$ cat config.mk
export PLATFORM = sky130hd
export DESIGN_NAME = timer_scan
export DESIGN_NICKNAME = d
export VERILOG_FILES = /design/src/rtl/timer_pkg.sv /design/src/rtl/bcd_digit.sv /design/src/rtl/timer_scan.sv
export SDC_FILE = /design/constraint.sdc
export NUM_CORES = 1
export LEC_CHECK = 0
export ABC_AREA = 1
export ABC_CLOCK_PERIOD_IN_PS = 2350
export BUFFER_PORTS_ARGS = -buffer_cell sky130_fd_sc_hd__buf_4
export CORE_ASPECT_RATIO = 1.2
export CORE_UTILIZATION = 60
export DETAILED_ROUTE_END_ITERATION = 7
export GPL_TIMING_DRIVEN = 0
export PLACE_DENSITY = 0.78
export SYNTH_ARGS = -nofsm -noshare
export SYNTH_HDL_FRONTEND = slang
export SYNTH_SLANG_ARGS = --single-unit
$ cat constraint.sdc
create_clock -name clk -period 2.35 [get_ports clk]
set_input_delay 0.1175 -clock clk [delete_from_list [all_inputs] [get_ports clk]]
set_output_delay 0.1175 -clock clk [all_outputs]
set_load 0.01 [all_outputs]
$ cat src/rtl/timer_pkg.sv
`default_nettype none
// ============================================================================
//  Module      : timer_pkg
//  Description : Shared types and constants for the timer_scan stopwatch:
//                controller states, special display codes, BCD digit limits
//                and the active-low digit-select helper.
//  Revision    : 1.0 - initial release
// ============================================================================
package timer_pkg;

  // Controller states
  typedef enum logic [1:0] {
    ST_IDLE  = 2'd0,
    ST_RUN   = 2'd1,
    ST_PAUSE = 2'd2,
    ST_OVF   = 2'd3
  } state_t;

  // Codes understood by the downstream 7-segment decoder
  localparam logic [3:0] DIGIT_BLANK = 4'hA;
  localparam logic [3:0] DIGIT_DASH  = 4'hF;

  // BCD wrap values for each position of MM:SS
  localparam logic [3:0] ONES_MAX     = 4'd9;
  localparam logic [3:0] SEC_TENS_MAX = 4'd5;
  localparam logic [3:0] MIN_TENS_MAX = 4'd5;

  // One-hot, active-low select for scan position idx (0 = seconds ones)
  function automatic logic [3:0] digit_sel_n(input logic [1:0] idx);
    return ~(4'b0001 << idx);
  endfunction

endpackage
`default_nettype wire

$ cat src/rtl/bcd_digit.sv
`default_nettype none
// ============================================================================
//  Module      : bcd_digit
//  Description : One decade of the time count. Counts 0..MAX on inc, wraps
//                to 0 and raises carry combinationally in the wrapping cycle
//                so the next digit advances on the same edge.
//  Revision    : 1.0 - initial release
// ============================================================================
module bcd_digit #(
  parameter logic [3:0] MAX = 4'd9
) (
  input  logic       clk,
  input  logic       rst,
  input  logic       clr,
  input  logic       inc,
  output logic [3:0] value,
  output logic       carry
);

  logic [3:0] r_value;

  // Digit register: clear has priority over increment
  always_ff @(posedge clk) begin
    if (rst || clr) begin
      r_value <= 4'd0;
    end else if (inc) begin
      r_value <= (r_value == MAX) ? 4'd0 : r_value + 4'd1;
    end
  end

  assign value = r_value;
  assign carry = inc && (r_value == MAX);

endmodule
`default_nettype wire

$ cat src/rtl/timer_scan.sv
`default_nettype none
// ============================================================================
//  Module      : timer_scan
//  Description : MM:SS stopwatch with a 4-digit time-multiplexed scan output
//                feeding a 7-segment decoder. start_stop toggles run/pause,
//                clear returns to IDLE at 00:00, a tick at 59:59 freezes the
//                count and shows dashes until cleared.
//  Options     : define TIMER_SCAN_LZB_EN for leading-zero blanking of the
//                minute digits.
//  Revision    : 1.0 - initial release
// ============================================================================
module timer_scan #(
  parameter int unsigned TICK_DIV = 50000000,
  parameter int unsigned SCAN_DIV = 50000
) (
  input  logic       clk,
  input  logic       rst,
  input  logic       start_stop,
  input  logic       clear,
  output logic [3:0] numbers,
  output logic [3:0] digit_en,
  output logic       running
);

  import timer_pkg::*;

  localparam int unsigned        TICK_W    = $clog2(TICK_DIV);
  localparam int unsigned        SCAN_W    = $clog2(SCAN_DIV);
  localparam logic [TICK_W-1:0]  TICK_LAST = TICK_W'(TICK_DIV - 1);
  localparam logic [SCAN_W-1:0]  SCAN_LAST = SCAN_W'(SCAN_DIV - 1);

  state_t            r_state;
  state_t            w_state_next;
  logic              w_run;
  logic              w_ovf;

  logic [TICK_W-1:0] r_tick_cnt;
  logic              w_tick;
  logic              w_at_max;
  logic              w_inc;

  logic [3:0]        w_sec_ones, w_sec_tens, w_min_ones, w_min_tens;
  logic              w_so_carry, w_st_carry, w_mo_carry, w_unused_mt_carry;

  logic [SCAN_W-1:0] r_scan_cnt;
  logic [1:0]        r_scan_idx;
  logic              w_scan_adv;
  logic [1:0]        w_idx_next;
  logic [3:0]        w_code;
  logic [3:0]        r_numbers;
  logic [3:0]        r_digit_en;

  // State register
  always_ff @(posedge clk) begin
    if (rst) begin
      r_state <= ST_IDLE;
    end else begin
      r_state <= w_state_next;
    end
  end

  // Next-state logic: clear beats everything, OVF only leaves via clear
  always_comb begin
    w_state_next = r_state;
    if (clear) begin
      w_state_next = ST_IDLE;
    end else begin
      case (r_state)
        ST_IDLE:  if (start_stop) w_state_next = ST_RUN;
        ST_RUN: begin
          if (w_tick && w_at_max) w_state_next = ST_OVF;
          else if (start_stop)    w_state_next = ST_PAUSE;
        end
        ST_PAUSE: if (start_stop) w_state_next = ST_RUN;
        ST_OVF:   w_state_next = ST_OVF;
        default:  w_state_next = ST_IDLE;
      endcase
    end
  end

  // State-decoded outputs
  always_comb begin
    w_run = (r_state == ST_RUN);
    w_ovf = (r_state == ST_OVF);
  end

  assign running = w_run;

  // Seconds prescaler: any exit from RUN discards the partial second
  always_ff @(posedge clk) begin
    if (rst) begin
      r_tick_cnt <= '0;
    end else if (w_run && (w_state_next == ST_RUN) && !w_tick) begin
      r_tick_cnt <= r_tick_cnt + 1'b1;
    end else begin
      r_tick_cnt <= '0;
    end
  end

  assign w_tick   = w_run && (r_tick_cnt == TICK_LAST);
  assign w_at_max = (w_sec_ones == ONES_MAX) && (w_sec_tens == SEC_TENS_MAX) &&
                    (w_min_ones == ONES_MAX) && (w_min_tens == MIN_TENS_MAX);
  // At 59:59 the final tick is swallowed so the count freezes instead of wrapping
  assign w_inc    = w_tick && !w_at_max;

  bcd_digit #(.MAX(ONES_MAX)) u_sec_ones (
    .clk(clk), .rst(rst), .clr(clear), .inc(w_inc),
    .value(w_sec_ones), .carry(w_so_carry)
  );

  bcd_digit #(.MAX(SEC_TENS_MAX)) u_sec_tens (
    .clk(clk), .rst(rst), .clr(clear), .inc(w_so_carry),
    .value(w_sec_tens), .carry(w_st_carry)
  );

  bcd_digit #(.MAX(ONES_MAX)) u_min_ones (
    .clk(clk), .rst(rst), .clr(clear), .inc(w_st_carry),
    .value(w_min_ones), .carry(w_mo_carry)
  );

  bcd_digit #(.MAX(MIN_TENS_MAX)) u_min_tens (
    .clk(clk), .rst(rst), .clr(clear), .inc(w_mo_carry),
    .value(w_min_tens), .carry(w_unused_mt_carry)
  );

  // Free-running scan slot counter and digit index
  always_ff @(posedge clk) begin
    if (rst) begin
      r_scan_cnt <= '0;
      r_scan_idx <= 2'd0;
    end else begin
      r_scan_cnt <= w_scan_adv ? '0 : r_scan_cnt + 1'b1;
      if (w_scan_adv) r_scan_idx <= r_scan_idx + 2'd1;
    end
  end

  assign w_scan_adv = (r_scan_cnt == SCAN_LAST);
  assign w_idx_next = w_scan_adv ? r_scan_idx + 2'd1 : r_scan_idx;

  // Display code for the digit about to be selected
  always_comb begin
    w_code = 4'h0;
    case (w_idx_next)
      2'd0:    w_code = w_sec_ones;
      2'd1:    w_code = w_sec_tens;
      2'd2:    w_code = w_min_ones;
      default: w_code = w_min_tens;
    endcase
`ifdef TIMER_SCAN_LZB_EN
    if ((w_idx_next == 2'd3) && (w_min_tens == 4'd0)) begin
      w_code = DIGIT_BLANK;
    end
    if ((w_idx_next == 2'd2) && (w_min_tens == 4'd0) && (w_min_ones == 4'd0)) begin
      w_code = DIGIT_BLANK;
    end
`endif
    if (w_ovf) w_code = DIGIT_DASH;
  end

  // Code and select registered together so they never skew
  always_ff @(posedge clk) begin
    if (rst) begin
      r_numbers  <= 4'h0;
      r_digit_en <= 4'b1110;
    end else begin
      r_numbers  <= w_code;
      r_digit_en <= digit_sel_n(w_idx_next);
    end
  end

  assign numbers  = r_numbers;
  assign digit_en = r_digit_en;

endmodule
`default_nettype wire

==> results.ini <==
[clock_network]
cts-root-buf = clkbuf_8
clockBufferDepth = 2
post-cts-setup-buffer-count = 0
cts_resized = 0
cts_hold_buf = 0
cts_tree = yes
htree_levels = 3
cts_sinks = 70
path_clk_slew_ns = 0.07
cts_buffers = 9
clk-insertion-delay-late_ns = 0.35

[pwr]
p_leak_nw = 1.42
vdd_drop_max_uv = 385
powerDensity_nw_per_um2 = 554

[yosys]
synth_edf_count = 0
yosysTopAreaCell = dfxtp_1
ys_async_sr_fraction = 0
synth.area.top_cells = dfxtp_1, nor2_1, nand2_1, inv_1, xor2_1
synth-seq-cells = 70
synth_nets = 532
synth_cell_type_count = 32
ys.flop_type = dfxtp_1
avgSynthCellArea_um2 = 6.84
synth_cells = 526
synth_top_area_share = 0.390
netlist_area_um2 = 3600
yosysMostFrequentCell = nor2_1
synth_seq_area_share = 0.390
synth_top_cells_by_count = nor2_1, nand2_1, inv_1
synth_warnings = 0

[timing]
setup_ws_ns = 0.395
max-slew-margin-rel = 0.578
holdWs_ns = 0.0595
setup_viol = 0
finalMaxSlewViolations = 0
hold_viol = 0
clock.fmax_ghz = 0.512
skew_ns = 0.0125
post-route-min-period_ns = 1.95
setup_tns_ns = 0
post-route-period-util = 0.832
grt_setup_unrepaired = no
tightestPinTransition_ns = 0.628

[critical_path]
start_kind = flop
worst_setup_path_end_kind = flop
worstSetupPathType = reg2reg
cp.arrival_ns = 2.18
timing.critical_path.fanout_max = 10
required_ns = 2.58

[detailed_routing]
routed_wl_um = 7640
drt_iter0_drc = 229
drc = 0
wl_per_cell_um = 12.1
ant_nets = 0
num_vias = 3250
via_per_inst = 5.14
first_pass_iters = 5

[placement]
dp.cells = 617
hpwlAfterDp_um = 5630
pre_cts_slack_ns = 0.378
gp_congestion = 0.874
port_buffers = 11

[global_route]
grt_max_degree = 12
gr-total-overflow = 0
grt_usage = 0.264
grt_first_pass_wirelength_um = 12900
grt_antenna_before_repair = 0
grt_pass1_vias = 3217

[finish]
final_nets = 554
utilization = 0.696
drive_above_1_share = 0.0797
area_growth_pct = 10.4
final_cells = 632
diodes = 0

[floorplan]
dieHeight_um = 86.8
pin_count = 13
rows = 30
die_area_um2 = 6310
dieWidth_um = 72.7
coreArea_um2 = 5710
start_util = 0.630

[worst_hold_path]
hold_class = in2reg

[outcome]
status = finished clean

[flow_run]
drv_cap = 0

==> worst max-delay path, stage by stage, from the launching register on <==
cell      delay [ns]
dfxtp_1         0.35
ha_1            0.19
nand3_1         0.16
nor2_1          0.28
nand2_1         0.17
nand2_1         0.22
clkbuf_1        0.36
nor2_1          0.09
==> per-layer routing <==
metal	part of all wire	vias up	GRT usage
li1	-	1701	-
met1	0.42	1450	0.271
met2	0.51	76	0.482
met3	0.038	23	0.0570
met4	0.030	0	0.166
met5	0	-	0
==> placed cells by master (no fill, tap or decap), drive strengths merged <==
cell,count
xnor2,6
or2,1
nor3b,2
nand2,100
and3,1
o211ai,1
bufinv,1
dfxtp,70
clkinv,1
clkbuf,15
inv,76
clkinvlp,2
ha,2
o21ai,9
nand4,18
a21oi,20
o31ai,1
nand3,48
o21a,1
nor3,19
o21bai,1
xor2,28
buf,15
nor2,113
and2,1
==> stage by stage <==
stage,power (mW),area [µm²]
final,2.20,3970
after global routing,2.27,3970
after CTS,2.21,3970
after detailed placement,1.26,3780
after global placement,1.26,3780
after floorplan,1.25,3600
==> final cells by class <==
| cell class | instances | area, µm² |
|---|---|---|
| tap | 80 | 100 |
| timing repair buffer | 11 | 82.6 |
| fill | 525 | 1740 |
| inverter | 77 | 289 |
| multi-input combinational | 372 | 1850 |
| clock inverter | 3 | 45.0 |
| sequential | 70 | 1400 |
| clock buffer | 12 | 145 |
| buffer | 7 | 53.8 |
==> path summary, 6_finish.rpt <==
path | end | depth (start not counted) | slack, ns | startpoint
hold / removal | r_state[1] | 4 | 0.06 | start_stop
setup / recovery | r_scan_cnt[5] | 7 | 0.40 | r_scan_cnt[0]
hold reg to reg | r_scan_cnt[0] | 1 | 0.45 | r_scan_cnt[0]
setup reg to reg | r_scan_cnt[5] | 7 | 0.40 | r_scan_cnt[0]
==> kinds of logic (layout without fill, tap and decap cells) <==
logic type / after synthesis / count (layout) / synth area share
and+or+nand+nor: 303 / 303 / 0.377
xor gates and xnor gates: 34 / 34 / 0.0828
AOI/OAI and AO/OA: 33 / 33 / 0.0487
buffers and inverters: 84 / 110 / 0.0953
adders and majority gates: 2 / 2 / 0.00696
DFF: 70 / 70 / 0.390
==> sequential cells by signal (all words and copies together) (netlist names) <==
register and flops:
r_tick_cnt 26, r_scan_cnt 16, digit_en 4, numbers 4
u_min_ones.value 4, u_min_tens.value 4, u_sec_ones.value 4, u_sec_tens.value 4
r_scan_idx 2, r_state 2
==> report_power, final <==
part	switching, mW	internal, mW
Combinational	0.0268	0.0147
Clock	0.447	0.514
Sequential	0.00401	1.19
Total	0.478	1.72
Note: power is estimated with default switching activity, not from simulation.
